<file path="src/rtl/imm_extend_stage.sv">
// Purpose: extracts and sign-extends the I/S/B/U/J immediate to XLEN, carries a sideband tag.
// Latency: 1 cycle; 2-entry output/skid buffer sustains one entry per cycle.
// Backpressure: in_ready is registered (low only when both entries are held), never combinational on out_ready.
// Optional: define IMM_ZIMM_CSR_EN to accept ImmSrc 101 (zero-extended CSR zimm from instr[19:15]).
module imm_extend_stage #(
    parameter int XLEN  = 32,
    parameter int TAG_W = 32
) (
    input  logic              clk,
    input  logic              rst,
    input  logic              flush,
    input  logic              in_valid,
    output logic              in_ready,
    input  logic [31:0]       instr,
    input  logic [2:0]        ImmSrc,
    input  logic [TAG_W-1:0]  in_tag,
    output logic              out_valid,
    input  logic              out_ready,
    output logic [XLEN-1:0]   ImmOp,
    output logic [TAG_W-1:0]  out_tag,
    output logic              imm_illegal
);

    typedef struct packed {
        logic [XLEN-1:0]  imm;
        logic [TAG_W-1:0] tag;
        logic             illegal;
    } entry_t;

    typedef enum logic [1:0] {ST_EMPTY, ST_ONE, ST_TWO} state_t;

    state_t      state_q, state_d;
    entry_t      out_q, out_d;
    entry_t      skid_q, skid_d;
    entry_t      new_entry;
    logic [31:0] imm32;
    logic        illegal;
    logic        in_fire;
    logic        out_fire;

    // Opcode bits carry no immediate information.
    logic        unused_opcode;
    assign unused_opcode = ^instr[6:0];

    // Immediate extraction: build a 32-bit value, then sign-extend it to XLEN.
    // Zimm has bit 31 clear, so the same extension zero-extends it.
    always_comb begin
        imm32   = '0;
        illegal = 1'b0;
        case (ImmSrc)
            3'b000: imm32 = {{20{instr[31]}}, instr[31:20]};
            3'b001: imm32 = {{20{instr[31]}}, instr[31:25], instr[11:7]};
            3'b010: imm32 = {{20{instr[31]}}, instr[7], instr[30:25], instr[11:8], 1'b0};
            3'b011: imm32 = {instr[31:12], 12'b0};
            3'b100: imm32 = {{12{instr[31]}}, instr[19:12], instr[20], instr[30:21], 1'b0};
`ifdef IMM_ZIMM_CSR_EN
            3'b101: imm32 = {27'b0, instr[19:15]};
`else
            3'b101: illegal = 1'b1;
`endif
            default: illegal = 1'b1;
        endcase
        new_entry.imm     = XLEN'($signed(imm32));
        new_entry.tag     = in_tag;
        new_entry.illegal = illegal;
    end

    // Next state and data-register loads; flush overrides every transition.
    always_comb begin
        state_d  = state_q;
        out_d    = out_q;
        skid_d   = skid_q;
        in_fire  = in_valid & in_ready;
        out_fire = out_valid & out_ready;
        case (state_q)
            ST_EMPTY: begin
                if (in_fire) begin
                    state_d = ST_ONE;
                    out_d   = new_entry;
                end
            end
            ST_ONE: begin
                if (in_fire && out_fire) begin
                    out_d = new_entry;
                end else if (in_fire) begin
                    state_d = ST_TWO;
                    skid_d  = new_entry;
                end else if (out_fire) begin
                    state_d = ST_EMPTY;
                end
            end
            ST_TWO: begin
                if (out_fire) begin
                    state_d = ST_ONE;
                    out_d   = skid_q;
                end
            end
            default: state_d = ST_EMPTY;
        endcase
        if (flush) begin
            state_d = ST_EMPTY;
        end
    end

    // Handshake and presented data come straight from registers.
    always_comb begin
        in_ready    = (state_q != ST_TWO);
        out_valid   = (state_q != ST_EMPTY);
        ImmOp       = out_q.imm;
        out_tag     = out_q.tag;
        imm_illegal = out_q.illegal;
    end

    // State register.
    always_ff @(posedge clk or posedge rst) begin
        if (rst) begin
            state_q <= ST_EMPTY;
        end else begin
            state_q <= state_d;
        end
    end

    // Output and skid data registers; cleared on reset so outputs read zero.
    always_ff @(posedge clk or posedge rst) begin
        if (rst) begin
            out_q  <= '0;
            skid_q <= '0;
        end else begin
            out_q  <= out_d;
            skid_q <= skid_d;
        end
    end

endmodule

</file>
<file path="config.mk">
export PLATFORM = sky130hd
export DESIGN_NAME = imm_extend_stage
export DESIGN_NICKNAME = d
export VERILOG_FILES = /design/src/rtl/imm_extend_stage.sv
export SDC_FILE = /design/constraint.sdc
export NUM_CORES = 1
export LEC_CHECK = 0
export ABC_AREA = 1
export BUFFER_PORTS_ARGS = -buffer_cell sky130_fd_sc_hd__clkbuf_2
export CAP_MARGIN = 5
export CORE_AREA = 3 3 117 119
export CTS_CLUSTER_DIAMETER = 40
export DETAILED_ROUTE_END_ITERATION = 12
export DIE_AREA = 0 0 120 122
export HOLD_SLACK_MARGIN = 0.08
export PLACE_DENSITY = 0.72
export SKIP_LAST_GASP = 1
export SLEW_MARGIN = 15
export SYNTH_ARGS = -nofsm -noshare
export SYNTH_HDL_FRONTEND = slang
export SYNTH_SLANG_ARGS = --single-unit
</file>
<file path="constraint.sdc">
create_clock -name clk -period 4.2 [get_ports clk]
set_clock_uncertainty 0.15 [all_clocks]
set_input_delay 0.42 -clock clk [delete_from_list [all_inputs] [get_ports clk]]
set_output_delay 0.42 -clock clk [all_outputs]
set_load 0.03 [all_outputs]
</file>
==> flow_metrics.tcl, run 1 <==
set metrics [dict create \
    gp_routability_congestion 0.791 \
    tritoncts "done" \
    overflow 0 \
    timing.fmax_mhz 376 \
    antenna_left 0 \
    synth.avg_cell_area_um2 7.88 \
    worst_path_max_stage_delay_ns 0.69 \
    cts_made_buffers 17 \
    worst_skew_late_latency_ns 0.41 \
    final_layout_size_suffix_gt1_frac 0.201 \
    fp.coreArea_um2 12700 \
    cts.htree.levels 4 \
    required_time_at_the_worst_slack_endpoint_ns 3.63 \
    crit_start "state_q[0]" \
    critPathLaunchType "flip-flop" \
    timing.critical_path.fanout_max 82 \
    grt_pass1_vias 5197 \
    launch_instance_of_the_worst_register_to_register_path "state_q[1]" \
    first_pass_grt_wire_length_um 25500 \
    timing.critical_path.max_delay_family "buffers and inverters" \
    intPower_mw 2.98 \
    p_seq_frac 0.399 \
    start_util 0.489 \
    grt_start_max_net_pins 83 \
    gr-usage-all-layers 0.218 \
    setup_slack_ns 1.54 \
    numPortBuffers 131 \
    min_period_ns 2.66 \
    areaGrowthSynthToFinish_pct 26.0 \
    synth_seq_cells 132 \
    hpwl_um 9260 \
    fp.dieW_um 120 \
    detail_route.wl_per_cell_um 13.9 \
    filler_cell_count 1120 \
    ioPinCount 139 \
    worst_slew_margin_rel 0.311 \
    power.static_leakage_nw 4.25 \
    clk_root_buffer_cell "sky130_fd_sc_hd__clkbuf_16" \
    synth-edff-count 0 \
    netlist.area_leader.share 0.533 \
    drt-pass1-iter-count 5 \
    transition_at_the_pin_with_the_smallest_max_transition_slack_ns 1.03 \
    drv_slew 0 \
    combinationalPowerShare 0.229 \
    total_switching_power_mw 1.37 \
    path_buf_inv 3 \
    cpMaxStageDelayCell "sky130_fd_sc_hd__buf_4" \
    timing.critical_path.to_type "output pin" \
    post_synth_inst_count 786 \
    cell_row_count 41 \
    total_chip_power_mw 4.35 \
    switching_share 0.316 \
    criticalPathCategory "reg2out" \
    seq_area_frac_synth 0.533 \
    synthDominantAreaCellType "sky130_fd_sc_hd__dfrtp_1" \
    cts.sinks 132 \
    fin_util 0.616 \
    finalWirelength_um 15400 \
    post-route-drc-count 0 \
    postCtsSetupBuffers 0 \
    multiInputGateArea_um2 2490 \
    power_frac_clock 0.372 \
    synth.yosys.warnings 0 \
    crit_arrival_ns 2.09 \
    synth.cell_area_um2 6190 \
    async_set_or_reset_register_ratio_after_synthesis 1.00 \
    vias_per_cell 4.98 \
    ff_latch_area_um2 3300 \
    post-synth-top-count-cell "sky130_fd_sc_hd__nand2_1" \
    final-setup-viol-count 0 \
    run_status "finished, final reports clean" \
    worst_path_clk_slew_ns 0.05 \
    ys_types 25 \
    setup_repair_after_global_routing_missed_its_margin "false" \
    max_cap_viol_count 0 \
    worst_ir_drop_vdd_v 0.000300 \
    max-clock-path-buffers 2 \
    die-height_um 122 \
    final.period_utilization 0.634 \
    antenna_cells_inserted 0 \
    initialDrtViolationCount 387 \
    ys_top_cells_by_count "296 x sky130_fd_sc_hd__nand2_1, 138 x sky130_fd_sc_hd__nor2_1, 132 x sky130_fd_sc_hd__dfrtp_1" \
    hold_path_startpoint "in_tag[0]" \
    fin_setup_tns_ns 0 \
    syn_nets 858 \
    die_area_um2 14600 \
    place_ws_ns 1.90 \
    route.vias.total 5531 \
    cp_cell_sequence "inv_2 -> nand2_2 -> buf_4 -> clkbuf_2" \
    power_density_nw_per_um2 557 \
    worstHoldPathType "in2reg" \
    synth_flop_cell "sky130_fd_sc_hd__dfrtp_1" \
    report.final.hold_viol_count 0 \
    ys_top_cells_by_area "sky130_fd_sc_hd__dfrtp_1 53%, sky130_fd_sc_hd__nand2_1 18%, sky130_fd_sc_hd__nor2_1 8.4%" \
    grt_antenna_before_repair 0 \
    regToRegSetupSlack_ns 1.86 \
    nNetsFinal 998 \
]
## cell type report
cell class,count,share of cell area
clock buffers,25,0.0660
clock inverters,7,0.0181
inverters,32,0.0160
multi-input cells,575,0.320
flip-flops and latches,132,0.423
well taps,172,0.0276
repair buffers,168,0.130
## worst reg2reg max path: stages, from the launching register on
cell and delay, ns:
sky130_fd_sc_hd__dfrtp_1 0.41, sky130_fd_sc_hd__inv_2 0.10, sky130_fd_sc_hd__nand2_1 0.11, sky130_fd_sc_hd__nand2_1 0.09, sky130_fd_sc_hd__nand2_4 0.57, sky130_fd_sc_hd__buf_4 0.59, sky130_fd_sc_hd__nand2_1 0.12, sky130_fd_sc_hd__o31ai_1 0.09
## power groups by stage
stage / Combinational, mW / Clock (mW) / Sequential (mW)
after CTS: 1.01 / 1.65 / 1.73
after global placement: 0.964 / 0 / 1.74
final: 0.997 / 1.62 / 1.73
after global routing: 1.11 / 1.71 / 1.77
after detailed placement: 0.979 / 0 / 1.75
after floorplan: 0.451 / 0 / 1.99
## cells in the final DEF (no fill, tap or decap), types with 3 or more instances in the layout
cell,netlist,final
sky130_fd_sc_hd__a31oi_1,5,5
sky130_fd_sc_hd__clkbuf_8,0,6
sky130_fd_sc_hd__o21ai_1,5,5
sky130_fd_sc_hd__clkbuf_16,0,17
sky130_fd_sc_hd__bufinv_16,0,4
sky130_fd_sc_hd__dfrtp_1,132,132
sky130_fd_sc_hd__clkbuf_2,0,131
sky130_fd_sc_hd__nand3_1,29,29
sky130_fd_sc_hd__o31ai_1,32,32
sky130_fd_sc_hd__nor2_1,138,138
sky130_fd_sc_hd__o21ai_0,11,11
sky130_fd_sc_hd__dlygate4sd3_1,0,31
sky130_fd_sc_hd__nand3b_1,3,3
sky130_fd_sc_hd__a21oi_1,25,25
sky130_fd_sc_hd__nand2_1,296,295
sky130_fd_sc_hd__inv_2,9,9
sky130_fd_sc_hd__nand4_1,18,18
sky130_fd_sc_hd__inv_1,23,22
sky130_fd_sc_hd__buf_4,13,6
sky130_fd_sc_hd__nand2_2,5,5
## what timing repair did
item | in CTS | in global routing
gates resized for setup | 0 | 0
hold buffers | 31 | 0
hold endpoints to repair | 87 | 0
## worst paths after layout
kind                               end  cells after the start
min in group asynchronous   out_tag[4]                      3
setup / recovery              in_ready                      4
hold reg to reg            out_tag[15]                      2
max in group asynchronous   skid_q[35]                      4
setup reg to reg           out_tag[31]                      7
hold / removal               skid_q[1]                      3
## state kept, by name, summed over array words and instances (netlist names)
register     count
out_tag         32
skid_q          65
state_q          2
imm_illegal      1
ImmOp           32
## logic make-up (layout without fill, tap and decap cells)
family / count (synthesis) / after routing / synth area share
and+or+nand+nor: 494 / 494 / 0.321
DFF: 132 / 132 / 0.533
AOI/OAI and AO/OA: 81 / 81 / 0.0808
buffers and inverters: 79 / 232 / 0.0650
## metrics by stage
stage / cells / cell area [um2] / hold slack (ns)
2_1_floorplan: 786 / 6190 / 0.300
3_3_place_gp: 1048 / 6840 / 0.311
3_5_place_dp: 1048 / 6840 / 0.314
4_1_cts: 1111 / 7810 / 0.0850
5_1_grt: 1111 / 7810 / 0.0965
6_report: 1111 / 7810 / 0.106
## metal layers
layer	vias up	global-route usage	part of all wire
met4	0	0.0780	0.015
li1	2779	-	-
met3	18	0.0548	0.063
met1	2566	0.289	0.46
met5	-	0	0
met2	168	0.349	0.46
Power figures use the tool's default switching activity.
==> run 2, diff against run 1 <==
--- a/config.mk
+++ b/config.mk
@@ -8,12 +8,12 @@
 export ABC_AREA = 1
 export BUFFER_PORTS_ARGS = -buffer_cell sky130_fd_sc_hd__clkbuf_2
 export CAP_MARGIN = 5
-export CORE_AREA = 3 3 117 119
+export CORE_AREA = 3 3 112 114
 export CTS_CLUSTER_DIAMETER = 40
 export DETAILED_ROUTE_END_ITERATION = 12
-export DIE_AREA = 0 0 120 122
+export DIE_AREA = 0 0 115 117
 export HOLD_SLACK_MARGIN = 0.08
-export PLACE_DENSITY = 0.72
+export PLACE_DENSITY = 0.75
 export SKIP_LAST_GASP = 1
 export SLEW_MARGIN = 15
 export SYNTH_ARGS = -nofsm -noshare
==> constraint.sdc (replaced) <==
create_clock -name clk -period 2.64 [get_ports clk]
set_clock_uncertainty 0.15 [all_clocks]
set_input_delay 0.264 -clock clk [delete_from_list [all_inputs] [get_ports clk]]
set_output_delay 0.264 -clock clk [all_outputs]
set_load 0.03 [all_outputs]
==> run 2 against run 1 <==
Effect of this change: combinational power up 68%; sequential cell count stayed put; clock-buffer cell count shrank 3; first-iteration DRC count rose by 20%; critical path type is now reg2reg; clock power increased by 59%; critical endpoint is now skid_q[33]; sequential share of layout area decreased by 2.0 points; die area is 8.1% lower; via count up 3.4%.
==> flow_metrics.tcl, run 2 (same netlist as run 1, synthesis figures left out) <==
set metrics [dict create \
    fin_setup_tns_ns 0 \
    worstHoldPathType "in2reg" \
    timing.hold.ws_ns 0.117 \
    place_ws_ns 0.708 \
    fp.coreArea_um2 11500 \
    grt_antenna_before_repair 0 \
    start_util 0.538 \
    placed_cell_area_um2 6890 \
    post-route-drc-count 0 \
    die_area_um2 13500 \
    worst_ir_drop_vdd_v 0.000389 \
    layout_commonest_cell "sky130_fd_sc_hd__nand2_1" \
    setup_slack_ns 0.260 \
    finalWirelength_um 16100 \
    required_time_at_the_worst_slack_endpoint_ns 2.83 \
    final-setup-viol-count 0 \
    worst_skew_late_latency_ns 0.40 \
    timing.fmax_mhz 420 \
    timing.critical_path.to_type "flip-flop" \
    launch_instance_of_the_worst_register_to_register_path "state_q[1]" \
    critPathLaunchType "flip-flop" \
    total_chip_power_mw 7.03 \
    regToRegSetupSlack_ns 0.26 \
    numPortBuffers 131 \
    final.period_utilization 0.901 \
    report.final.hold_viol_count 0 \
    route.vias.total 5719 \
    areaGrowthSynthToFinish_pct 32.2 \
    worst_hold_path.num_cells 5 \
    setup_repair_after_global_routing_missed_its_margin "false" \
    worst_path_clk_slew_ns 0.06 \
    hold_path_startpoint "instr[23]" \
    timing.critical_path.fanout_max 31 \
    hpwl_um 9820 \
    route.met3.wl_um 881 \
    crit_arrival_ns 2.57 \
    grt_pass1_vias 5517 \
    combinationalPowerShare 0.238 \
    place.detailed.instances 1026 \
    nNetsFinal 1037 \
    finish.cell_count_without_fillers 1121 \
    wl_on_met1_um 7070 \
    number_of_cells_on_the_worst_reg_to_reg_path 9 \
    run_status "finished, final reports clean" \
    drv_slew 0 \
    flip_flop_count_of_the_largest_register_all_copies_and_words_added 65 \
    wl_met2_um 7890 \
    power_density_nw_per_um2 858 \
    total_switching_power_mw 2.24 \
    gp_routability_congestion 0.864 \
    intPower_mw 4.79 \
    largest-register "skid_q" \
    power.static_leakage_nw 4.43 \
    antenna_left 0 \
    detail_route.wl_per_cell_um 14.4 \
    first_pass_grt_wire_length_um 26500 \
    ioPinCount 139 \
    top_signal_layer_used "met4" \
    initialDrtViolationCount 465 \
    cts.sinks 132 \
    overflow 0 \
    grt_start_max_net_pins 83 \
    mostFrequentLayoutCells "295 x sky130_fd_sc_hd__nand2_1, 138 x sky130_fd_sc_hd__nor2_1, 132 x sky130_fd_sc_hd__dfrtp_1, 131 x sky130_fd_sc_hd__clkbuf_2, 63 x sky130_fd_sc_hd__dlygate4sd3_1" \
    worst_slew_margin_rel 0.676 \
    final_layout_size_suffix_gt1_frac 0.202 \
    max_cap_viol_count 0 \
    fin_util 0.711 \
    cts_made_buffers 17 \
    power_frac_clock 0.367 \
    holdPathEnd "ImmOp[3]" \
    vias_per_cell 5.10 \
    antenna_cells_inserted 0 \
    clk_root_buffer_cell "sky130_fd_sc_hd__clkbuf_16" \
    die-height_um 117 \
    fp.dieW_um 115 \
    min_period_ns 2.38 \
    filler_cell_count 882 \
    criticalPathCategory "reg2reg" \
    gr-usage-all-layers 0.247 \
    max-clock-path-buffers 2 \
    postCtsSetupBuffers 0 \
    regToRegEndpoint "skid_q[33]" \
    stdcell_area_um2 8190 \
    drt-pass1-iter-count 5 \
    cell_row_count 39 \
    transition_at_the_pin_with_the_smallest_max_transition_slack_ns 0.485 \
    tritoncts "done" \
    switching_share 0.318 \
    cts.htree.levels 4 \
    p_seq_frac 0.395 \
]
==> run 2: cell type report <==
type | instances | area (um2) | share of cell area
sequential | 132 | 3300 | 0.403
multi-input combinational | 575 | 2490 | 0.305
timing repair buffer | 207 | 1430 | 0.174
clock buffer | 22 | 494 | 0.0604
tap | 143 | 179 | 0.0218
clock inverter | 10 | 169 | 0.0206
inverter | 32 | 124 | 0.0151
==> run 2: critical path, stage by stage, from the launching register on <==
cell and delay, ns:
sky130_fd_sc_hd__dfrtp_1 0.42, sky130_fd_sc_hd__inv_2 0.13, sky130_fd_sc_hd__nand2_1 0.11, sky130_fd_sc_hd__inv_1 0.10
sky130_fd_sc_hd__nand2_2 0.23, sky130_fd_sc_hd__inv_2 0.13, sky130_fd_sc_hd__buf_6 0.25, sky130_fd_sc_hd__nor2_1 0.07
sky130_fd_sc_hd__a31oi_1 0.13, sky130_fd_sc_hd__dlygate4sd3_1 0.57
==> run 2: layer usage <==
metal / vias up / global-route usage
li1: 2864 / -
met1: 2634 / 0.330
met2: 199 / 0.410
met3: 22 / 0.0540
met4: 0 / 0.0728
met5: - / 0
==> run 2: worst max path at each step <==
stage | endpoint | slack (ns) | startpoint
floorplan | ImmOp[0] | 0.59 | rst
global placement | ImmOp[26] | 0.73 | ImmSrc[0]
detailed placement | ImmOp[25] | 0.71 | ImmSrc[0]
CTS | skid_q[33] | 0.19 | state_q[1]
global route | skid_q[37] | 0.08 | state_q[1]
finish | skid_q[33] | 0.26 | state_q[1]
==> run 2: what timing repair did <==
item | in CTS | in global routing
resized for setup | 0 | 1
endpoints found under the hold margin | 121 | 0
endpoints found under the setup margin | 0 | 1
hold buffers | 63 | 0
==> run 2: power by group through the flow <==
stage	sequential, mW	clock [mW]	combinational [mW]
2_1_floorplan	3.16	0	0.717
3_3_place_gp	2.77	0	1.54
3_5_place_dp	2.79	0	1.57
4_1_cts	2.77	2.61	1.68
5_1_grt	2.83	2.70	1.86
6_report	2.78	2.58	1.67
